$ cat src/rtl/imem_loader_pkg.sv
// Shared types and constants for the instruction-memory program loader.
package imem_loader_pkg;

  localparam int DEPTH_DEFAULT  = 256;
  localparam int BYTES_PER_WORD = 4;
  localparam int LANE_IDX_W     = $clog2(BYTES_PER_WORD);

  typedef enum logic [2:0] {
    IDLE,
    RECV,
    WRITE,
    CSUM,
    DONE,
    ERR
  } loader_state_t;

endpackage

$ cat src/rtl/imem_word_packer.sv
// Collects stream bytes little-endian into one bundle word and keeps the
// running XOR checksum of every accepted byte.
module imem_word_packer
  import imem_loader_pkg::*;
(
  input  logic                          clk,
  input  logic                          reset,
  input  logic                          clear,
  input  logic                          accept,
  input  logic [7:0]                    byte_data,
  output logic [8*BYTES_PER_WORD-1:0]   word,
  output logic                          last,
  output logic [7:0]                    csum
);

  logic [LANE_IDX_W-1:0]        byte_idx;
  logic [8*BYTES_PER_WORD-1:0]  lanes;

  // word already contains the byte being accepted this cycle, so the caller
  // can capture a complete bundle on the same edge as the final transfer.
  always_comb begin
    word = lanes;
    if (accept) begin
      word[{byte_idx, 3'b000} +: 8] = byte_data;
    end
  end

  assign last = (byte_idx == LANE_IDX_W'(BYTES_PER_WORD - 1));

  // byte_idx wraps to zero after the final lane, so no separate word clear.
  always_ff @(posedge clk or negedge reset) begin
    if (!reset) begin
      byte_idx <= '0;
      lanes    <= '0;
      csum     <= '0;
    end else if (clear) begin
      byte_idx <= '0;
      lanes    <= '0;
      csum     <= '0;
    end else if (accept) begin
      lanes    <= word;
      byte_idx <= byte_idx + 1'b1;
      csum     <= csum ^ byte_data;
    end
  end

endmodule

$ cat src/rtl/imem_loader.sv
// Program loader: fills instruction memory from a byte stream and releases
// the core from reset once the trailing XOR checksum matches.
module imem_loader
  import imem_loader_pkg::*;
#(
  parameter int DEPTH = DEPTH_DEFAULT,
  parameter int CNT_W = 9
) (
  input  logic             clk,
  input  logic             reset,
  input  logic             start,
  input  logic [CNT_W-1:0] num_words,
  input  logic             byte_valid,
  input  logic [7:0]       byte_data,
  output logic             byte_ready,
  output logic             im_we,
  output logic [31:0]      im_addr,
  output logic [31:0]      im_wdata,
  output logic             cpu_hold,
  output logic             done,
  output logic             error
);

  localparam logic [CNT_W-1:0] DEPTH_C = CNT_W'(DEPTH);

  loader_state_t    state, state_n;
  logic [CNT_W-1:0] count;
  logic [CNT_W-1:0] word_idx;

  logic        pk_clear;
  logic        pk_accept;
  logic        pk_last;
  logic [31:0] pk_word;
  logic [7:0]  pk_csum;
  logic        csum_xfer;

  imem_word_packer u_packer (
    .clk       (clk),
    .reset     (reset),
    .clear     (pk_clear),
    .accept    (pk_accept),
    .byte_data (byte_data),
    .word      (pk_word),
    .last      (pk_last),
    .csum      (pk_csum)
  );

  always_comb begin
    state_n   = state;
    pk_clear  = 1'b0;
    pk_accept = (state == RECV) && byte_valid && byte_ready;
    csum_xfer = (state == CSUM) && byte_valid && byte_ready;
    case (state)
      IDLE, DONE, ERR: begin
        if (start) begin
          if (num_words == '0 || num_words > DEPTH_C) begin
            state_n = ERR;
          end else begin
            state_n  = RECV;
            pk_clear = 1'b1;
          end
        end
      end
      RECV: begin
        if (pk_accept && pk_last) begin
          state_n = WRITE;
        end
      end
      WRITE: begin
        state_n = (word_idx + 1'b1 == count) ? CSUM : RECV;
      end
      CSUM: begin
        if (csum_xfer) begin
          state_n = (byte_data == pk_csum) ? DONE : ERR;
        end
      end
      default: state_n = IDLE;
    endcase
  end

  // Outputs are registered decodes of the next state, so they line up with
  // the state register and never glitch.
  always_ff @(posedge clk or negedge reset) begin
    if (!reset) begin
      state      <= IDLE;
      count      <= '0;
      word_idx   <= '0;
      byte_ready <= 1'b0;
      im_we      <= 1'b0;
      im_addr    <= '0;
      im_wdata   <= '0;
      cpu_hold   <= 1'b1;
      done       <= 1'b0;
      error      <= 1'b0;
    end else begin
      state      <= state_n;
      byte_ready <= (state_n == RECV) || (state_n == CSUM);
      im_we      <= (state_n == WRITE);
      done       <= (state_n == DONE);
      error      <= (state_n == ERR);
      cpu_hold   <= (state_n != DONE);

      if (pk_clear) begin
        count    <= num_words;
        word_idx <= '0;
      end else if (state == WRITE) begin
        word_idx <= word_idx + 1'b1;
      end

      if (state == RECV && state_n == WRITE) begin
        im_addr  <= 32'({word_idx, 2'b00});
        im_wdata <= pk_word;
      end
    end
  end

endmodule
$ cat config.mk
export PLATFORM = sky130hd
export DESIGN_NAME = imem_loader
export DESIGN_NICKNAME = d
export VERILOG_FILES = /design/src/rtl/imem_loader_pkg.sv /design/src/rtl/imem_word_packer.sv /design/src/rtl/imem_loader.sv
export SDC_FILE = /design/constraint.sdc
export NUM_CORES = 1
export LEC_CHECK = 0
export CORE_ASPECT_RATIO = 0.9
export CORE_MARGIN = 5
export CORE_UTILIZATION = 40
export DETAILED_ROUTE_END_ITERATION = 10
export GPL_TIMING_DRIVEN = 0
export SLEW_MARGIN = 20
export SYNTH_ARGS = -nofsm -noshare
export SYNTH_HDL_FRONTEND = slang
export SYNTH_SLANG_ARGS = --single-unit
export TNS_END_PERCENT = 30
$ cat constraint.sdc
create_clock -name clk -period 2.7 [get_ports clk]
set_clock_uncertainty 0.05 [all_clocks]
set_input_delay 0.81 -clock clk [delete_from_list [all_inputs] [get_ports clk]]
set_output_delay 0.81 -clock clk [all_outputs]
set_load 0.02 [all_outputs]
# Yosys cells after proc, flatten, opt, wreduce, memory -nomap -nowiden
# Index checks and enable logic that the tools add are counted.
# op_classes
bitwise_logic,1
reduce_logical,13
magnitude_cmp,1
n_eq_ne,14
n_div,0
mul,0
n_shift,2
addsub,3
n_mux,20
# op_table
operator,n
two-way mux 32 bit,3
bitwise mux 32 bit,1
"variable shift 8 x 7 -> 32 bit, first input constant",1
variable part select 8 x 7 -> 32 bit,1
two-way mux 9 bit,2
two-way mux 8 bit,2
"== test 3 x 2 -> 1 bit, second input constant",4
"== test 3 bit, second input constant",4
two-way mux 3 bit,4
case mux 3 bit (4 select lines),1
"adder 9 x 1 -> 9 bit, second input constant",1
== test 9 bit,1
"greater-than comparator 9 bit, second input constant",1
zero test 9 bit,1
== test 8 bit,1
bitwise XOR 8 bit,1
negation 5 -> 7 bit,1
"== test 3 x 1 -> 1 bit, second input constant",2
logical AND 1 bit,6
two-way mux 2 bit,3
two-way mux 1 bit,4
nonzero test 2 bit,2
zero test 3 bit,1
"!= test 3 bit, second input constant",1
other kinds (4),5
# totals
ff_bits,109
output_inout_bits,69
latch_bits,0
elab_cells,67
inputBits,21
n_memories,0
ram_bits,0
rom_bits,0

# Depth between registers and ports, before layout
# Gate-level depths: netlist of run 1.
# depth
depth_word,8
depth_mapped,8
mapped_depth_nobuf,6

# Modules after synthesis
# A second synthesis of run 1 with hierarchy kept.
# unflattened
cells_unflattened,470
hier_area_um2,5320.1
# by_module_without_submodules
module,cells_per_inst,instances,area_each_um2,seq_area_each_um2
imem_loader,256,1,3189.3,1677.9
imem_word_packer,214,1,2130.8,1051.0

# Worst setup path before layout of run 1
# OpenSTA, ideal clock, no wires.
# synth_path
kind,input to register
startpoint,input num_words[5]
endpoint,register count[4]
path_buffers,1
setup_time_ps,127
t_arrival_ps,2446
cell_stages,6
t_required_ps,2523
slack_ps,77
path_cell_list,or4_1 -> o21ai_1 -> nor3b_2 -> nor3b_4 -> buf_6 -> mux2_1
# synth_via
elab_chain_cells,5
elab_cells_between_ends,6
classes_between,order compare: 1; mux: 3; reduce/logical: 2
# synth_rtl
element,line_no,source
"start, declared",imem_loader.sv:12,"input logic [CNT_W-1:0] num_words,"
greater-than comparator 9 bit / zero test 9 bit (equally long branches),imem_loader.sv:56,if (num_words == '0 || num_words > DEPTH_C) begin
logical OR 1 bit *,imem_loader.sv:56,
two-way mux 1 bit *,imem_loader.sv:56,
two-way mux 1 bit *,imem_loader.sv:55,if (start) begin
two-way mux 1 bit *,imem_loader.sv:53,case (state)
"end signal, assigned",imem_loader.sv:104,count <= num_words;
"end, declared",imem_loader.sv:27,logic [CNT_W-1:0] count;
# Every way passes the cells marked *; elsewhere a longest branch is shown, timed or not.
# A chain may end at the register's enable or synchronous reset.

# Worst setup path in the final report of run 1
# layout_path
startpoint,input num_words[1]
endpoint,register count[8]
# Same word-level chain as after synthesis.

==> results of run 1 <==
## sequential cells by signal, summed over array words and instances (netlist names)
name               count
im_addr                9
u_packer.byte_idx      2
done                   1
cpu_hold               1
byte_ready             1
im_we                  1
u_packer.lanes        24
count                  9
u_packer.csum          8
word_idx               9
state                  3
error                  1
im_wdata              32
## worst reg2reg max path: cells and delay by family, from the launching register on
family	cells	cell delay [ns]
buffers and inverters	4	0.99
and+or+nand+nor	4	0.91
DFF	1	0.36
## power by group through the flow
| stage | combinational (mW) | sequential, mW | clock, mW |
|---|---|---|---|
| after detailed placement | 2.59 | 2.50 | 0 |
| final | 2.65 | 2.47 | 1.34 |
| after CTS | 2.62 | 2.47 | 1.37 |
| after global routing | 2.91 | 2.56 | 1.44 |
| after floorplan | 1.28 | 2.78 | 0 |
| after global placement | 2.54 | 2.48 | 0 |
## path summary, 6_finish.rpt
path	cells after the start	slack, ns	from	endpoint
min	1	0.34	reset	im_wdata[25]
max reg2reg	8	0.35	state[1]	im_addr[5]
min reg2reg	2	0.43	im_wdata[8]	im_wdata[8]
max in group asynchronous	2	1.65	reset	im_addr[6]
max	7	0.09	num_words[1]	count[8]
min in group clk	2	0.43	im_wdata[8]	im_wdata[8]
## placed cells by master (no fill, tap or decap), types with 8 or more instances in the layout
master,count
conb_1,23
clkbuf_16,9
a22o_1,8
mux2_4,9
nand2_1,71
xor2_1,22
clkbuf_1,17
buf_4,30
dfrtp_1,100
and3_1,28
nor2_1,48
a21oi_1,30
xnor2_1,10
clkdlybuf4s50_1,58
o21ai_0,26
## per-stage QoR
stage | hold slack [ns] | cell area, um^2 | setup slack (ns) | power (mW) | cells
3_5_place_dp | 0.420 | 5700 | -0.589 | 5.09 | 718
5_1_grt | 0.386 | 6080 | 0.00872 | 6.90 | 736
2_1_floorplan | 0.428 | 4810 | 0.0766 | 4.06 | 495
3_3_place_gp | 0.410 | 5670 | -2.98 | 5.01 | 717
4_1_cts | 0.361 | 6040 | 0.0147 | 6.46 | 736
6_report | 0.342 | 6080 | 0.0945 | 6.46 | 736
## layout make-up
cell class	instances	area, um^2
plain buffers	48	294
fillers	1048	5450
flip-flops and latches	101	2530
well taps	156	195
inverters	7	26.3
repair buffers	70	718
multi-input cells	339	2010
clock inverters	6	82.6
clock buffers	9	225
## repair_timing
action | CTS | global route
endpoints found under the setup margin | 51 | 49
setup buffers | 2 | 0
resized for setup | 8 | 13
pin swaps | 3 | 3
gates cloned | 1 | 0
endpoints found under the hold margin | 0 | 0
## metal layers
layer	up-vias	global-route usage	wire [um]
met5	-	0	0
met4	0	0.0489	168
met3	15	0.0359	571
met2	79	0.246	4920
met1	1734	0.219	5280
li1	1754	-	-
## cell families after synthesis
group | after synthesis
and+or+nand+nor | 185
DFF | 101
AOI/OAI and AO/OA | 81
buffers and inverters | 55
xor gates and xnor gates | 33
muxes | 11
adders and majority gates | 6
other | 1
==> metrics.md, run 1 <==
| Metric | Value |
|---|---|
| Lkg Pwr | 2.88 nW |
| Worst VDD drop | 0.382 mV |
| First DRT Iteration DRCs | 158 |
| CP Class | in -> reg |
| Vias | 3582 |
| Yosys cell types | 48 |
| Gr ovfl total | 0 |
| WP buf/inv | 2 |
| Simple-gate share of the synthesized area | 0.189 |
| Seq/Total Area, Yosys | 0.534 |
| Global-route wire length before repair | 18.0 mm |
| Top_reg_cell synth | dfrtp_1 |
| EDFF count, synth | 0 |
| Adder-cell share of the synthesized area | 0.0159 |
| Slew HR | 0.438 |
| Starting density of the core | 0.411 |
| Clk pwr share | 0.207 |
| Area of the die | roughly 0.014 mm^2 |
| Die H | roughly 110 um |
| Int Pwr | 4.06 mW |
| ANT nets after route | 0 |
| H-tree lvl count | 3 |
| Vias in the first global route | 3573 |
| Crit path time final | 2.61 ns |
| Area contributors post-synth | dfrtp_1, nand2_1, buf_4 |
| FMAX | 384 MHz |
| Final net count | 603 |
| Arrival @ worst endpoint | about 2.8 ns |
| Final period utilization | 0.965 |
| Final hold violations | 0 |
| CTS Hold Bufs | 0 |
| Most common cell in the netlist | dfrtp_1 |
| Num CTS Buffers | 9 |
| Top post-synthesis cells by count | dfrtp_1, nand2_1, nor2_1, a21oi_1 |
| Setup_tns | 0 ns |
| Core area | 0.0115 mm^2 |
| Worst-path cell chain | clkdlybuf4s50_1 -> or4_4 -> o21ai_2 -> nor3b_2 -> nor3b_4 -> buf_6 -> mux2_4 |
| Ys async rst share | 1.00 |
| Detailed Routing Iterations Pass 1 | 4 |
| Clk buf depth | 2 |
| Routed vias/inst | 4.87 |
| Slew at the pin with the worst max-slew slack | 0.842 ns |
| Psw | roughly 2.4 mW |
| Io pins | 90 |
| Synthesized area | 0.00473 mm^2 |
| DP HPWL | 7.88 mm |
| Largest family of logic cells by synthesized area | simple AND/OR/NAND/NOR gates |
| Max incr delay on CP | 0.44 ns |
| Die width | 125 um |
| Combinational power share | 0.410 |
| Antenna diode count | 0 |
| # clock sinks | 101 |
| CP Capture Type | flip-flop |
| Max-slew violations | 0 |
| Drt drc | 0 |
| Clock slew at reported path FFs | 0.07 ns |
| Max cap viols | 0 |
| Sequential share of power | 0.383 |
| Synth Area in Compound Gates | 0.102 |
| Initial antenna violation count | 0 |
| Crit path max-delay family | simple AND/OR/NAND/NOR gates |
| Sw Ratio | 0.372 |
| Crit-path slowest cell | or4_4 |
| Status | finished clean |
| Final Setup Violations | 0 |
| Port Buffers | 66 |
| Maximum number of pins on one net before global-route repair | 54 |
| Xor-xnor portion of the synthesized cell area | 0.0643 |
| Mean area per synthesized cell | 10.0 um^2 |
| Post-Route WL | between 10 and 15 mm |
| RSZ-0062 raised after global routing | no |
| CTS Root Buffer Type | clkbuf_16 |
| Global Route Usage Sum | 0.157 |
| Fraction of layout cells with a size suffix above 1 | 0.116 |
| Hold Crit Class | in -> async |
| Final core utilization | 0.528 |
| FF+latch count, synth | 101 |
| Clk_lat worst skew | 0.34 ns |
| Worst-path fanout max | 5 |
| Layout area overhead | 28.5% |
| Synth warn | 0 |
| Yosys top cell area share | 0.529 |
| Synth Instances | 473 |
| Mux share of post-synthesis cell area | 0.0256 |
| CTS tree | yes |
| Total power density per cell area | 1060 mW/mm^2 |
| Setup crit start kind | primary input |
| RePlAce Congestion | 0.817 |
| Site row count | 37 |
| Yosys top cell by area | dfrtp_1 |
| Routed len/inst | 14.9 um |
| Req. time, crit path | 2.88 ns |
Power figures use the tool's default switching activity.
==> run 2, diff against run 1 <==
- ABC_AREA: default -> 1
==> run 2 against run 1 <==
Compared with the run above:
- critical path depth is 2 higher
- flip-flop and latch count unchanged
- area after synthesis up 4.3%
- synthesized cell count rose by 28%
- worst setup slack better by 0.20 ns
- combinational power fell by 6%
- cell count up 18%
- total power decreased by 7.2%
- largest power group unchanged
==> metrics.md, run 2 <==
| Metric | Value |
|---|---|
| Max cap viols | 0 |
| Synth warn | 0 |
| PostCTS Resize Cnt | 0 |
| Starting density of the core | 0.409 |
| Fillcell total | between 1000 and 1500 |
| Worst VDD drop | 0.404 mV |
| RePlAce Congestion | 0.883 |
| Yosys cell types | 29 |
| Mean area per synthesized cell | 8.14 um^2 |
| Synth Instances | 606 |
| Port Buffers | 66 |
| DP HPWL | 9.06 mm |
| EDFF count, synth | 0 |
| Core area | 0.0121 mm^2 |
| Final period utilization | 0.890 |
| Most common cell in the netlist | nand2_1 |
| Yosys top cell by area | dfrtp_1 |
| RSZ-0062 raised after global routing | no |
| Crit path time final | 2.40 ns |
| # clock sinks | 101 |
| Status | finished clean |
| Detailed Routing Iterations Pass 1 | 4 |
| Global-route wire length before repair | 19.9 mm |
| Commonest non-fill, non-tap cell in the layout | nand2_1 |
| Gr ovfl total | 0 |
| CTS Hold Bufs | 0 |
| Slew at the pin with the worst max-slew slack | 0.583 ns |
| Post-CTS setup buffer count | 0 |
| CTS tree | yes |
| Slew HR | 0.611 |
| Yosys top cell area share | 0.507 |
| Setup crit end | count[3] |
| ANT nets after route | 0 |
| Area of the die | between 0.01 and 0.015 mm^2 |
| Clk buf depth | 2 |
| First DRT Iteration DRCs | 267 |
| Most frequent cells in the layout | nand2_1, dfrtp_1, clkdlybuf4s50_1 |
| Crit Reg-Reg Endpoint | im_wdata[23] |
| Biggest register | im_wdata |
| Antenna diode count | 0 |
| Final Setup Violations | 0 |
| Clk_lat worst skew | 0.35 ns |
| Routed len/inst | between 10 and 15 um |
| Total power density per cell area | 968 mW/mm^2 |
| Num CTS Buffers | 9 |
| Top_reg_cell synth | dfrtp_1 |
| Clock slew at reported path FFs | 0.07 ns |
| Max-slew violations | 0 |
| Site row count | 38 |
| Drt drc | 0 |
| Area contributors post-synth | dfrtp_1, nand2_1, o21ai_0 |
| Layout area overhead | 25.4% |
| Regs by FF count | im_wdata (32), u_packer.lanes (24) |
| Vias | 4105 |
| FF+latch count, synth | 101 |
| Vias in the first global route | 4040 |
| Top post-synthesis cells by count | nand2_1, dfrtp_1, nor2_1, inv_1, o21ai_0 |
| Fraction of layout cells with a size suffix above 1 | 0.0942 |
| Setup crit start kind | primary input |
| FMAX | 416 MHz |
| Global Route Usage Sum | 0.171 |
| Synthesized area | about 0.0049 mm^2 |
| Ys async rst share | 1.00 |
| Final hold violations | 0 |
| H-tree lvl count | 3 |
| Arrival @ worst endpoint | ~2.6 ns |
| Final core utilization | 0.512 |
| CP Class | in -> reg |
| Req. time, crit path | 2.86 ns |
| CP Capture Type | flip-flop |
| Seq/Total Area, Yosys | 0.513 |
| Cell area after placement | 0.00591 mm^2 |
| Overall Power | between 5 and 6 mW |
| Die H | 115 um |
| Die width | 127 um |
| Pre-CTS setup slack | -0.0587 ns |
| Initial antenna violation count | 0 |
| FF-to-FF path depth | 8 |
| Reg2reg start | u_packer.byte_idx[0] |
| Final Cell Area | 0.00619 mm^2 |
| Hold Crit Class | in -> async |
| CTS Root Buffer Type | clkbuf_16 |
| Maximum number of pins on one net before global-route repair | 83 |
| Final Worst Setup Slack | just under 0.3 ns |
| Final net count | 733 |
| Io pins | 90 |
| Worst-path fanout max | 10 |
| Post-Route WL | approximately 12 mm |
| Worst setup path startpoint | num_words[7] |
| Flop-to-flop setup slack | 0.32 ns |
| Number of flip-flops in the largest register | 32 |
| Routed vias/inst | 4.71 |
| Lkg Pwr | ~2.9 nW |
run 2: changes by cell type after synthesis, moves of 8 or more:
cell and change:
nor2_1 +9, a21oi_1 -9, o31ai_1 +9, nand2_1 +105, inv_1 +44, nand3_1 +19, o21ai_1 +26, a22o_1 -8
o21ai_0 +17, and3_1 -28, xor2_1 -18
run 2: through the flow:
step	hold slack [ns]	cells	setup TNS (ns)
floorplan	0.439	628	0
global placement	0.416	854	-302.48
detailed placement	0.423	855	-1.09
CTS	0.242	871	0
global route	0.243	871	0
finish	0.245	871	0
run 2: cell type report:
type / instances / area, um^2 / share of cell area
Clock buffer: 15 / 278 / 0.0449
Inverter: 56 / 210 / 0.0340
Clock inverter: 1 / 5.00 / 0.000809
Buffer: 46 / 287 / 0.0463
Multi-Input combinational cell: 425 / 1990 / 0.322
Sequential cell: 101 / 2530 / 0.409
Tap cell: 160 / 200 / 0.0323
Timing Repair Buffer: 67 / 689 / 0.111
run 2: critical path, stage by stage:
cell             delay, ns
clkdlybuf4s50_1       0.48
nor2_1                0.05
nand2_1               0.10
nor2_1                0.07
a21oi_1               0.11
o21ai_1               0.11
nor2_2                0.25
clkbuf_1              0.41
o21ai_0               0.17
run 2: logic make-up after synthesis:
kind of cell             after synthesis  share of synthesized area
other                                  1                   0.000760
AND/OR/NAND/NOR                      284                      0.244
XOR/XNOR                              10                     0.0178
AO/OA/AOI/OAI                        102                      0.109
buffers and inverters                102                      0.101
flip-flops                           101                      0.513
adder cells (fa/ha/maj)                6                     0.0152
run 2: how the worst min path moves through the flow:
stage	to	slack, ns	depth (start not counted)
after floorplan	im_addr[3]	0.44	2
after global placement	im_wdata[30]	0.42	2
after detailed placement	im_wdata[31]	0.42	2
after CTS	im_wdata[6]	0.24	1
after global routing	im_wdata[6]	0.24	1
final	im_wdata[6]	0.24	1
run 2: routing by layer:
layer / GRT usage / part of all wire / vias to the layer above
met5: 0 / 0 / -
met4: 0.0343 / 0.0061 / 0
met3: 0.0516 / 0.056 / 5
met2: 0.262 / 0.45 / 86
met1: 0.242 / 0.49 / 1947
li1: - / - / 2067
run 2: power by group:
part	switching (mW)	internal, mW	total, mW
sequential	0.264	1.99	2.26
combinational	1.53	0.964	2.49
clock	0.540	0.701	1.24
total	2.33	3.66	5.99
